`src/rtl/ahb_slave_regbank.sv`:
```
`default_nettype none
// ============================================================================
//  Module   : ahb_slave_regbank
//  Purpose  : AHB-Lite slave register bank. Decodes address phases, performs
//             register reads and writes, and flags illegal accesses to the
//             downstream response generator through error_en.
//  Option   : AHB_REGBANK_ERR_LOG_EN builds the error counter/address log.
//             Without it, err_cnt and err_addr are tied to zero.
//  Revision : 1.0 - initial release
// ============================================================================
module ahb_slave_regbank #(
   parameter int ADDR_W  = 12,
   parameter int NREG    = 16,
   parameter int RO_BASE = 12
) (
   input  logic                          hclk,
   input  logic                          hreset,
   input  logic                          hsel,
   input  logic [1:0]                    htrans,
   input  logic [ADDR_W-1:0]             haddr,
   input  logic                          hwrite,
   input  logic [2:0]                    hsize,
   input  logic [31:0]                   hwdata,
   input  logic                          hready_in,
   input  logic [(NREG-RO_BASE)*32-1:0]  stat_in,
   input  logic                          err_clr,
   output logic [31:0]                   hrdata,
   output logic                          error_en,
   output logic [7:0]                    err_cnt,
   output logic [ADDR_W-1:0]             err_addr
);

   localparam int                IDX_W      = ADDR_W - 2;
   localparam int                RI_W       = (NREG > 1) ? $clog2(NREG) : 1;
   localparam logic [ADDR_W-1:0] ADDR_LIMIT = ADDR_W'(NREG * 4);
   localparam logic [IDX_W-1:0]  RO_IDX     = IDX_W'(RO_BASE);
   localparam logic [2:0]        SIZE_WORD  = 3'b010;

   logic [IDX_W-1:0] idx;
   logic [RI_W-1:0]  ridx;
   logic             acc;
   logic             illegal;
   logic             wr_ok;
   logic             rd_ok;
   logic             wr_commit;
   logic             wr_pend;
   logic [RI_W-1:0]  wr_idx;
   logic [31:0]      regs  [RO_BASE];
   logic [31:0]      words [NREG];
   logic [31:0]      rd_word;
   logic             unused_bits;

   assign idx  = haddr[ADDR_W-1:2];
   assign ridx = idx[RI_W-1:0];

   // Address-phase decode: only a selected NONSEQ/SEQ transfer on a ready bus counts.
   assign acc     = hsel & htrans[1] & hready_in;
   assign illegal = acc & ((haddr >= ADDR_LIMIT)     |
                           (haddr[1:0] != 2'b00)     |
                           (hsize != SIZE_WORD)      |
                           (hwrite & (idx >= RO_IDX)));
   assign wr_ok   = acc & ~illegal &  hwrite;
   assign rd_ok   = acc & ~illegal & ~hwrite;

   // Combinational so the response generator sees it in the address-phase cycle.
   assign error_en = illegal;

   // The pending write lands whenever the bus is ready during its data phase.
   assign wr_commit = wr_pend & hready_in;

   // Read view of the whole map: RW storage below RO_BASE, status words above.
   for (genvar i = 0; i < NREG; i++) begin : g_words
      if (i < RO_BASE) begin : g_rw
         assign words[i] = regs[i];
      end else begin : g_ro
         assign words[i] = stat_in[(i-RO_BASE)*32 +: 32];
      end
   end

   assign rd_word = words[ridx];

   // Write pipeline: capture the target index at accept, hold it until the data phase completes.
   always_ff @(posedge hclk or negedge hreset) begin
      if (!hreset) begin
         wr_pend <= 1'b0;
         wr_idx  <= '0;
      end else if (wr_ok) begin
         wr_pend <= 1'b1;
         wr_idx  <= ridx;
      end else if (wr_commit) begin
         wr_pend <= 1'b0;
      end
   end

   // Register storage: written from hwdata in the write data phase.
   always_ff @(posedge hclk or negedge hreset) begin
      if (!hreset) begin
         for (int i = 0; i < RO_BASE; i++) begin
            regs[i] <= '0;
         end
      end else if (wr_commit) begin
         for (int i = 0; i < RO_BASE; i++) begin
            if (wr_idx == RI_W'(i)) begin
               regs[i] <= hwdata;
            end
         end
      end
   end

   // Read data: loaded at the accept edge, forwarded from hwdata when it targets the pending write.
   always_ff @(posedge hclk or negedge hreset) begin
      if (!hreset) begin
         hrdata <= '0;
      end else if (illegal) begin
         hrdata <= '0;
      end else if (rd_ok) begin
         hrdata <= (wr_pend && (wr_idx == ridx)) ? hwdata : rd_word;
      end
   end

`ifdef AHB_REGBANK_ERR_LOG_EN
   // Error log: saturating count and last offending address; a clear beats a new error.
   always_ff @(posedge hclk or negedge hreset) begin
      if (!hreset) begin
         err_cnt  <= '0;
         err_addr <= '0;
      end else if (err_clr) begin
         err_cnt  <= '0;
         err_addr <= '0;
      end else if (error_en) begin
         if (err_cnt != 8'hFF) begin
            err_cnt <= err_cnt + 8'd1;
         end
         err_addr <= haddr;
      end
   end

   assign unused_bits = htrans[0];
`else
   assign err_cnt     = '0;
   assign err_addr    = '0;
   assign unused_bits = htrans[0] ^ err_clr;
`endif

endmodule
`default_nettype wire

```
`config.mk`:
```
export PLATFORM = sky130hd
export DESIGN_NAME = ahb_slave_regbank
export DESIGN_NICKNAME = d
export VERILOG_FILES = /design/src/rtl/ahb_slave_regbank.sv
export SDC_FILE = /design/constraint.sdc
export NUM_CORES = 1
export LEC_CHECK = 0
export ABC_AREA = 1
export CAP_MARGIN = 20
export CORE_ASPECT_RATIO = 0.9
export CORE_MARGIN = 2
export CORE_UTILIZATION = 29
export CTS_CLUSTER_DIAMETER = 40
export DETAILED_ROUTE_END_ITERATION = 16
export GPL_TIMING_DRIVEN = 0
export HOLD_SLACK_MARGIN = 0.02
export PLACE_DENSITY_LB_ADDON = 0.12
export SYNTH_ARGS = -nofsm -noshare
export SYNTH_HDL_FRONTEND = slang
export SYNTH_SLANG_ARGS = --single-unit
```
`constraint.sdc`:
```
create_clock -name hclk -period 1.3 [get_ports hclk]
set_input_delay 0.26 -clock hclk [delete_from_list [all_inputs] [get_ports hclk]]
set_output_delay 0.26 -clock hclk [all_outputs]
set_load 0.01 [all_outputs]
```
==> reports/metrics.yaml <==
placed_design:
  gp_congestion: 0.874
  place_ws_ns: -1.58
  hpwl_mm: 60.0
  io_buffers: 211
clock_tree:
  cts_tree: "done"
  cts-root-buf: "clkbuf_16"
  numCtsBuffers: 82
  clock_sinks: 421
  insertion_delay_ns: 0.61
  htreeDepth: 3
  path_clk_slew_ns: 0.05
  cts_buffer_depth: 3
sta:
  maxSlewViolCount: 0
  clock.fmax_mhz: 574
  final-hold-violation-count: 90
  post-route-min-period_ns: 1.74
  tns_ns: -133.97
  worst_slew_pin_slew_ns: 0.839
  whs_ns: -0.316
  grt_setup_unrepaired: "yes"
  slew_headroom: 0.441
  fin_ws_ns: -0.442
  min_period_over_period: 1.34
  setup_viol: 449
  fin_skew_ns: 0.0222
yosys:
  ys_seq_area_frac: 0.506
  netlist_top_cells_count: "nand2_1, dfrtp_1, o21ai_0"
  synth_warnings: 0
  netlist.area_leader.share: 0.506
  syn-cell-area_sq_um: 20800
  ys_dominant_reg_cell: "dfrtp_1"
  synth_edf_count: 0
  synth.distinct_cells: 23
  syn_inst: 2816
  ys_ff_latch: 421
  synth_area_leaders: "dfrtp_1, nand2_1, o21ai_0"
  yosysTopAreaCell: "dfrtp_1"
  async_reset_ff_frac: 1.00
  synth_most_common_cell: "nand2_1"
  avgSynthCellArea_sq_um: 7.39
critical_path:
  r2r-end: "hrdata[6]"
  cp_max_fo: 7
  path_delay_family: "simple AND/OR/NAND/NOR gates"
  r2r-start: "wr_idx[3]"
  crit_cells: 12
  cpMaxStageDelayCell: "dfrtp_2"
  crit_type: "reg2reg"
  critical_path.max_stage_delay_ns: 0.45
  crit_start: "wr_idx[3]"
  crit_top_cell: "nand2_1"
  worst_ep_required_time_ns: 1.79
  critPathBufInv: 4
  r2r_slack_ns: -0.44
  worstSetupEndpoint: "hrdata[6]"
  start_kind: "register"
  cp-end-kind: "register"
  r2r_cells: 12
  crit_arrival_ns: 2.23
  cp_cell_sequence: "inv_2 > nand2_1 > nand2_1 > nor2_2 > nand3b_1 > buf_6 > buf_12 > clkbuf_16 > nor2_2 > nor2_1 > nand2_1 > nand2_1"
pwr:
  switching_power_mw: 9.37
  clkPwrFrac: 0.568
  p_comb_frac: 0.086
  p_int_mw: 29.0
  irDropWorstVdd_v: 0.000941
  power_leakage_nw: 14.5
  power.share.switching: 0.244
  power_frac_seq: 0.346
  p_per_area_nw_per_um2: 1250
floorplanning:
  start_util: 0.292
  dieHeight_um: 258
  io_pins: 236
  rows: 93
  coreArea_sq_um: 71300
  fp.dieArea_sq_um: 73900
  die_w_um: 286
routing:
  drt_pass1_iterations: 5
  drt-initial-drc-count: 1870
  postRouteWirelength_mm: 87.1
  wl_per_cell_um: 20.4
  vias: 20833
  ant_nets: 0
  vias_per_cell: 4.87
  drc: 0
final_layout:
  area_growth_pct: 48.1
  drive_gt1_frac: 0.228
  nNetsFinal: 3451
  antenna_cells: 0
grt:
  grt_max_degree: 118
  grtUsageMet3: 0.0451
  top_usage_layer: "met2"
  grt_usage: 0.219
  grt_pass1_vias: 19759
  grt_pass1_wl_mm: 123
  antenna_found_initial: 1
  grt_overflow: 0
  gr-usage-met2: 0.336
  use_met1: 0.315
outcome:
  violations: "negative hold slack, negative setup slack"
  outcome: "finished with violations"
worst_hold_path:
  hp-class: "in2async"
run:
  cap_violations: 0
[logic make-up after synthesis]
family | synth area share
flops | 0.506
simple gates | 0.331
other cells | 0.000180
compound gates | 0.0947
buf+inv | 0.0681
[flip-flops by register name (all words and copies together) (netlist names)]
name,count
wr_idx,4
regs,384
hrdata,32
wr_pend,1
[area by class of cell]
type	instances	area [sq um]
fill	7037	40500
timing repair buffer	337	3750
sequential	421	10500
clock buffer	110	2340
tap	950	1190
clock inverter	34	489
buffer	238	1990
multi-input combinational	2106	10200
inverter	82	323
[layout by cell type, fill, tap and decap left out, drive strengths merged, types with 11 or more instances in the layout]
| cell type | n |
|---|---|
| clkdlybuf4s50 | 160 |
| bufinv | 11 |
| conb | 20 |
| inv | 85 |
| nand2 | 1246 |
| buf | 296 |
| o21ai | 390 |
| nand3 | 367 |
| dfrtp | 421 |
| clkinv | 13 |
| clkbuf | 218 |
| nor2 | 76 |
[routing by layer]
layer	up-vias	part of all wire
li1	9955	-
met1	10036	0.45
met2	717	0.45
met3	125	0.073
met4	0	0.021
met5	-	0
[stage by stage]
step	hold WS, ns	cells	power, mW	area (sq um)	util
final	-0.316	4278	38.4	30800	0.432
after CTS	-0.291	4219	38.6	28700	0.402
after global routing	-0.265	4278	39.6	30800	0.432
after floorplan	-0.0356	2835	14.8	21000	-
after global placement	0.465	3996	16.5	24300	0.340
after detailed placement	0.353	3999	16.6	24300	0.341
[worst min path at each step]
stage                          from    endpoint  slack (ns)  depth (start not counted)
after floorplan              hreset   hrdata[0]       -0.04                          0
final                        hreset  hrdata[26]       -0.32                          1
after global routing         hreset  hrdata[26]       -0.26                          1
after global placement    regs[279]   regs[279]        0.47                          2
after detailed placement     hreset  hrdata[26]        0.35                          1
after CTS                    hreset  hrdata[26]       -0.29                          1
[power groups by stage]
stage	clock network, mW	logic [mW]	registers, mW
final	21.8	3.30	13.3
after global routing	22.8	3.59	13.3
after CTS	22.1	3.23	13.3
after detailed placement	0	3.16	13.5
after global placement	0	3.04	13.5
after floorplan	0	1.35	13.5
[repair_timing]
item | in CTS | in global routing
gates resized for setup | 426 | 527
setup endpoints to repair | 561 | 561
buffers inserted | 65 | 23
pin swaps | 26 | 53
hold endpoints to repair | 90 | 90
cloned | 11 | 38
(Power assumes the default switching activity.)
